<file path="src/rtl/wash_job_scheduler.sv">
// Job queue and sequencer in front of one washing-machine controller core.
// Define WASH_SCHED_WDOG_EN to build the hung-job watchdog (ABORT state, mc_rst, err_timeout).
module wash_job_scheduler #(
  parameter int unsigned DEPTH       = 4,
  parameter int unsigned WDOG_CYCLES = 64
) (
  input  logic                     clk,
  input  logic                     rst,
  input  logic                     req_valid,
  input  logic [1:0]               req_prog,
  output logic                     req_ready,
  input  logic                     pause_req,
  input  logic                     mc_done,
  output logic                     mc_start,
  output logic                     mc_dry,
  output logic                     mc_double,
  output logic                     mc_pause,
  output logic                     mc_rst,
  output logic                     busy,
  output logic [$clog2(DEPTH):0]   q_count,
  output logic [7:0]               jobs_done,
  output logic                     err_reject,
  output logic                     err_timeout
);

  localparam int unsigned AW = $clog2(DEPTH);
  localparam logic [AW:0] CountFull = (AW+1)'(DEPTH);
  localparam logic [1:0]  ProgDouble  = 2'b01;
  localparam logic [1:0]  ProgDry     = 2'b10;
  localparam logic [1:0]  ProgIllegal = 2'b11;

  typedef enum logic [1:0] {
    StIdle,
    StLaunch,
    StRun
`ifdef WASH_SCHED_WDOG_EN
    , StAbort
`endif
  } state_e;

  state_e        state_q, state_d;
  logic [1:0]    mem_q [DEPTH];
  logic [1:0]    mem_d [DEPTH];
  logic [AW-1:0] wr_ptr_q, wr_ptr_d;
  logic [AW-1:0] rd_ptr_q, rd_ptr_d;
  logic [AW:0]   count_q, count_d;
  logic [1:0]    job_prog_q, job_prog_d;
  logic [7:0]    jobs_done_q, jobs_done_d;
  logic          done_d_q;
  logic          err_reject_q, err_reject_d;

  logic push, pop, done_rise, wdog_expire;

`ifdef WASH_SCHED_WDOG_EN
  localparam int unsigned   WdW   = $clog2(WDOG_CYCLES);
  localparam logic [WdW-1:0] WdMax = WdW'(WDOG_CYCLES - 1);

  logic [WdW-1:0] wdog_q, wdog_d;

  // The counter only advances on unpaused RUN cycles; a done rise in the expiry cycle wins.
  always_comb begin
    wdog_d      = wdog_q;
    wdog_expire = 1'b0;
    if (state_q == StLaunch) begin
      wdog_d = '0;
    end else if (state_q == StRun && !pause_req) begin
      if (wdog_q == WdMax) begin
        wdog_expire = !done_rise;
      end else begin
        wdog_d = wdog_q + WdW'(1);
      end
    end
  end

  always_ff @(posedge clk or posedge rst) begin
    if (rst) begin
      wdog_q <= '0;
    end else begin
      wdog_q <= wdog_d;
    end
  end
`else
  logic unused_wdog_cfg;
  assign unused_wdog_cfg = ^WDOG_CYCLES;
  assign wdog_expire     = 1'b0;
`endif

  assign req_ready = (count_q != CountFull);
  assign push      = req_valid && req_ready && (req_prog != ProgIllegal);
  assign pop       = (state_q == StIdle) && (count_q != '0);
  assign done_rise = mc_done && !done_d_q;

  always_comb begin
    mem_d        = mem_q;
    wr_ptr_d     = wr_ptr_q;
    rd_ptr_d     = rd_ptr_q;
    count_d      = count_q;
    err_reject_d = req_valid && (req_prog == ProgIllegal);
    if (push) begin
      mem_d[wr_ptr_q] = req_prog;
      wr_ptr_d        = wr_ptr_q + AW'(1);
    end
    if (pop) begin
      rd_ptr_d = rd_ptr_q + AW'(1);
    end
    case ({push, pop})
      2'b10:   count_d = count_q + (AW+1)'(1);
      2'b01:   count_d = count_q - (AW+1)'(1);
      default: count_d = count_q;
    endcase
  end

  always_comb begin
    state_d     = state_q;
    job_prog_d  = job_prog_q;
    jobs_done_d = jobs_done_q;
    unique case (state_q)
      StIdle: begin
        if (pop) begin
          job_prog_d = mem_q[rd_ptr_q];
          state_d    = StLaunch;
        end
      end
      StLaunch: state_d = StRun;
      StRun: begin
        if (done_rise) begin
          if (jobs_done_q != 8'hFF) begin
            jobs_done_d = jobs_done_q + 8'd1;
          end
          state_d = StIdle;
        end else if (wdog_expire) begin
`ifdef WASH_SCHED_WDOG_EN
          state_d = StAbort;
`endif
        end
      end
`ifdef WASH_SCHED_WDOG_EN
      StAbort: state_d = StIdle;
`endif
      default: state_d = StIdle;
    endcase
  end

  always_ff @(posedge clk or posedge rst) begin
    if (rst) begin
      state_q      <= StIdle;
      mem_q        <= '{default: '0};
      wr_ptr_q     <= '0;
      rd_ptr_q     <= '0;
      count_q      <= '0;
      job_prog_q   <= '0;
      jobs_done_q  <= '0;
      done_d_q     <= 1'b0;
      err_reject_q <= 1'b0;
    end else begin
      state_q      <= state_d;
      mem_q        <= mem_d;
      wr_ptr_q     <= wr_ptr_d;
      rd_ptr_q     <= rd_ptr_d;
      count_q      <= count_d;
      job_prog_q   <= job_prog_d;
      jobs_done_q  <= jobs_done_d;
      done_d_q     <= mc_done;
      err_reject_q <= err_reject_d;
    end
  end

  assign busy       = (state_q != StIdle);
  assign mc_start   = (state_q == StLaunch) && (job_prog_q != ProgDry);
  assign mc_dry     = (state_q == StLaunch) && (job_prog_q == ProgDry);
  assign mc_double  = (state_q == StLaunch || state_q == StRun) && (job_prog_q == ProgDouble);
  assign mc_pause   = (state_q == StRun) && pause_req;
  assign q_count    = count_q;
  assign jobs_done  = jobs_done_q;
  assign err_reject = err_reject_q;

`ifdef WASH_SCHED_WDOG_EN
  assign mc_rst      = (state_q == StAbort);
  assign err_timeout = (state_q == StAbort);
`else
  assign mc_rst      = 1'b0;
  assign err_timeout = 1'b0;
`endif

endmodule

</file>
<file path="config.mk">
export PLATFORM = sky130hd
export DESIGN_NAME = wash_job_scheduler
export DESIGN_NICKNAME = d
export VERILOG_FILES = /design/src/rtl/wash_job_scheduler.sv
export SDC_FILE = /design/constraint.sdc
export NUM_CORES = 1
export LEC_CHECK = 0
export BUFFER_PORTS_ARGS = -buffer_cell sky130_fd_sc_hd__buf_2
export CAP_MARGIN = 25
export CORE_MARGIN = 5
export CORE_UTILIZATION = 55
export CTS_BUF_LIST = sky130_fd_sc_hd__clkbuf_8 sky130_fd_sc_hd__clkbuf_16
export CTS_CLUSTER_SIZE = 8
export DETAILED_ROUTE_END_ITERATION = 8
export GPL_TIMING_DRIVEN = 0
export PLACE_DENSITY = 0.78
export SYNTH_ARGS = -nofsm -noshare
export SYNTH_HDL_FRONTEND = slang
export SYNTH_SLANG_ARGS = --single-unit
export TNS_END_PERCENT = 20
</file>
<file path="constraint.sdc">
create_clock -name clk -period 2.43 [get_ports clk]
set_input_delay 0.1215 -clock clk [delete_from_list [all_inputs] [get_ports clk]]
set_output_delay 0.1215 -clock clk [all_outputs]
set_load 0.02 [all_outputs]
</file>
==> flow_metrics.tcl <==
set metrics [dict create \
    grtUsageMet2_pct 27.5 \
    design_area_sq_mm 0.00186 \
    start_util_pct 57.0 \
    cts_buffers 5 \
    synth-edff-count 0 \
    seqCellArea_sq_um 726 \
    fin_crit_sh_pct 89.2 \
    setup_tns_ns 0 \
    dp.cells 191 \
    syn-cell-area_sq_mm 0.00157 \
    leakagePower_nw 0.928 \
    clk_latency_ns 0.28 \
    irDropWorstVdd_mv 1.12 \
    ys_seq_area_share_pct 46.2 \
    multiInputGateArea_sq_um 771 \
    coreArea_sq_mm 0.00276 \
    start_kind "flop" \
    cts_setup_buffers 0 \
    status "finished, final reports clean" \
    clock_path_buffers 2 \
    drt_iter0_markers 98 \
    first_pass_iters 4 \
    swShare_pct 39.4 \
    crit_path_end_kind "flop" \
    portBuffers 24 \
    place_hpwl_microns 2250 \
    ys_types 41 \
    vias_per_cell 5.46 \
    first_global_vias 1211 \
    power.switching_mw 0.872 \
    synth_area_leaders "dfrtp_1, ha_1, mux2_1, mux2_2, mux4_2" \
    finalSetupViolCount 0 \
    ys_ff_latch 29 \
    cts.clk_slew.worst_paths_ns 0.06 \
    root_buffer "clkbuf_8" \
    clock_skew_ns 0.00172 \
    power.total_mw 2.22 \
    clockPowerShare_pct 15.9 \
    ant_nets 0 \
    synth_top_area_share_pct 46.2 \
    fmax_mhz 461 \
    slowest_stage "dfrtp_1" \
    io_pins 27 \
    grt_use_met1_pct 17.8 \
    max-cap-violations 0 \
    wl_per_cell_microns 14.8 \
    internal_power_mw 1.34 \
    crit_fanout 6 \
    crit_family "simple AND/OR/NAND/NOR gates" \
    dieArea_sq_mm 0.00403 \
    cpMostUsedCell "xor2_1" \
    timing.critical_path.cells "or3b_1, buf_6, nand2_4, ha_1, inv_1, fa_1, xor2_1, nor2_1, xor2_1" \
    h-tree-depth 2 \
    antennaDiodeCount 0 \
    synthArstFlopShare_pct 100 \
    grt.total_usage_pct 16.8 \
    synthFlopType "dfrtp_1" \
    synth-warning-count 0 \
    grt_remaining_overflow 0 \
    cp.required_ns 2.63 \
    dpl_cell_area_sq_mm 0.00176 \
    drc 0 \
    fillers 223 \
    top_usage_layer "met2" \
    antenna_found_initial 0 \
    use_met3_pct 5.68 \
    path_buf_inv 2 \
    nNetsFinal 186 \
    hold_viol_final 0 \
    area_growth_pct 18.1 \
    rows 19 \
    synth.most_common_cell "dfrtp_1" \
    synth_top_area_cell "dfrtp_1" \
    die_w_microns 63.5 \
    die_h_microns 63.5 \
    vias 1086 \
    grt_first_pass_wirelength_microns 5250 \
    cts_sinks 29 \
    seqPwrFrac_pct 38.9 \
    grt_max_degree 26 \
    final_cells 199 \
    routed_wl_microns 2950 \
    cts_tree "built" \
    rsz0062_at_grt "no" \
    pwr-share-comb_pct 45.2 \
    synthCells 134 \
    hp-class "primary input to flop" \
    power_density_mw_per_mm2 1190 \
    avgSynthCellArea_sq_um 11.7 \
    critical_path_class "flop to flop" \
    arrival_ns 2.37 \
    synth_commonest_cells "dfrtp_1, inv_1, nand2_1" \
    slew_viol_final 0 \
    cpPeakStageDelay_ns 0.44 \
    min_period_ns 2.17 \
    drive_gt1_share_pct 29.8 \
    gp_congestion 0.886 \
]
## repair_timing
action / in CTS / in global routing
endpoints found under the hold margin: 5 / 0
setup endpoints to repair: 0 / 0
gates resized for setup: 0 / 0
hold buffers: 2 / 0
## cells by family after synthesis
group                    after synthesis  synth area share, %
AND/OR/NAND/NOR                       37                 14.3
flip-flops                            29                 46.2
AO/OA/AOI/OAI                         18                 8.60
multiplexers                          16                 13.3
buffers and inverters                 16                 5.02
adder cells (fa/ha/maj)               10                 8.44
XOR/XNOR                               7                 3.90
other                                  1                0.239
## worst paths after layout
check	startpoint	depth (start not counted)	endpoint	slack (ns)
min reg2reg	mem_q[4]	1	mem_q[4]	0.49
min	req_valid	2	err_reject	0.11
max reg2reg	q_count[0]	9	q_count[2]	0.26
min in group asynchronous	rst	3	jobs_done[0]	0.33
max in group asynchronous	rst	4	done_d_q	1.69
max	q_count[0]	9	q_count[2]	0.26
## registers in the layout, indices dropped and copies added, names as in the netlist
name        cells
err_reject      1
job_prog_q      2
wr_ptr_q        2
rd_ptr_q        2
jobs_done       8
q_count         3
mem_q           8
done_d_q        1
state_q         2
## layout make-up
type / instances / share of cell area, %
Sequential cell: 29 / 39.1
Timing Repair Buffer: 27 / 9.04
Multi-Input combinational cell: 90 / 41.5
Clock inverter: 1 / 0.270
Buffer: 5 / 2.02
Tap cell: 31 / 2.09
Clock buffer: 5 / 3.71
Inverter: 11 / 2.23
## power by group through the flow
stage / sequential [mW] / combinational, mW / clock [mW]
after floorplan: 0.891 / 0.710 / 0
after CTS: 0.863 / 1.02 / 0.364
after global placement: 0.853 / 0.957 / 0
after detailed placement: 0.868 / 1.01 / 0
final: 0.862 / 1.00 / 0.352
after global routing: 0.896 / 1.12 / 0.395
## layer usage
metal / routed length [microns] / part of all wire, %
met2: 1510 / 51
met3: 160 / 5.4
met4: 85 / 2.9
met5: 0 / 0
met1: 1200 / 41
## per-stage QoR
stage,hold WS (ns),utilization (%),setup WS [ns]
5_1_grt,0.107,67.3,0.110
6_report,0.109,67.3,0.261
3_3_place_gp,0.253,62.9,0.295
4_1_cts,0.0992,67.3,0.230
3_5_place_dp,0.0779,63.9,0.252
2_1_floorplan,0.153,-,0.268
## layout by cell type (no fill, tap or decap), drive strengths merged
master / netlist / final
nor3: 1 / 1
nand2b: 1 / 1
dlygate4sd3: 0 / 2
xnor2: 5 / 5
and3: 6 / 6
nor4: 1 / 1
nand3: 8 / 8
nor2: 2 / 2
or3b: 1 / 1
a21boi: 2 / 2
and3b: 1 / 1
mux4: 2 / 2
a22oi: 1 / 1
o21ai: 1 / 1
a31oi: 2 / 2
a2111oi: 1 / 1
ha: 9 / 9
nand2: 12 / 12
nand4: 1 / 1
fa: 1 / 1
o31ai: 2 / 2
xor2: 2 / 2
and2: 2 / 2
clkinv: 0 / 1
mux2: 13 / 13
mux2i: 1 / 1
a41oi: 2 / 2
inv: 11 / 11
nor2b: 1 / 1
clkbuf: 1 / 6
dfrtp: 29 / 29
buf: 4 / 29
a21o: 1 / 1
a21oi: 6 / 6
conb: 1 / 2
(Power assumes the default switching activity.)
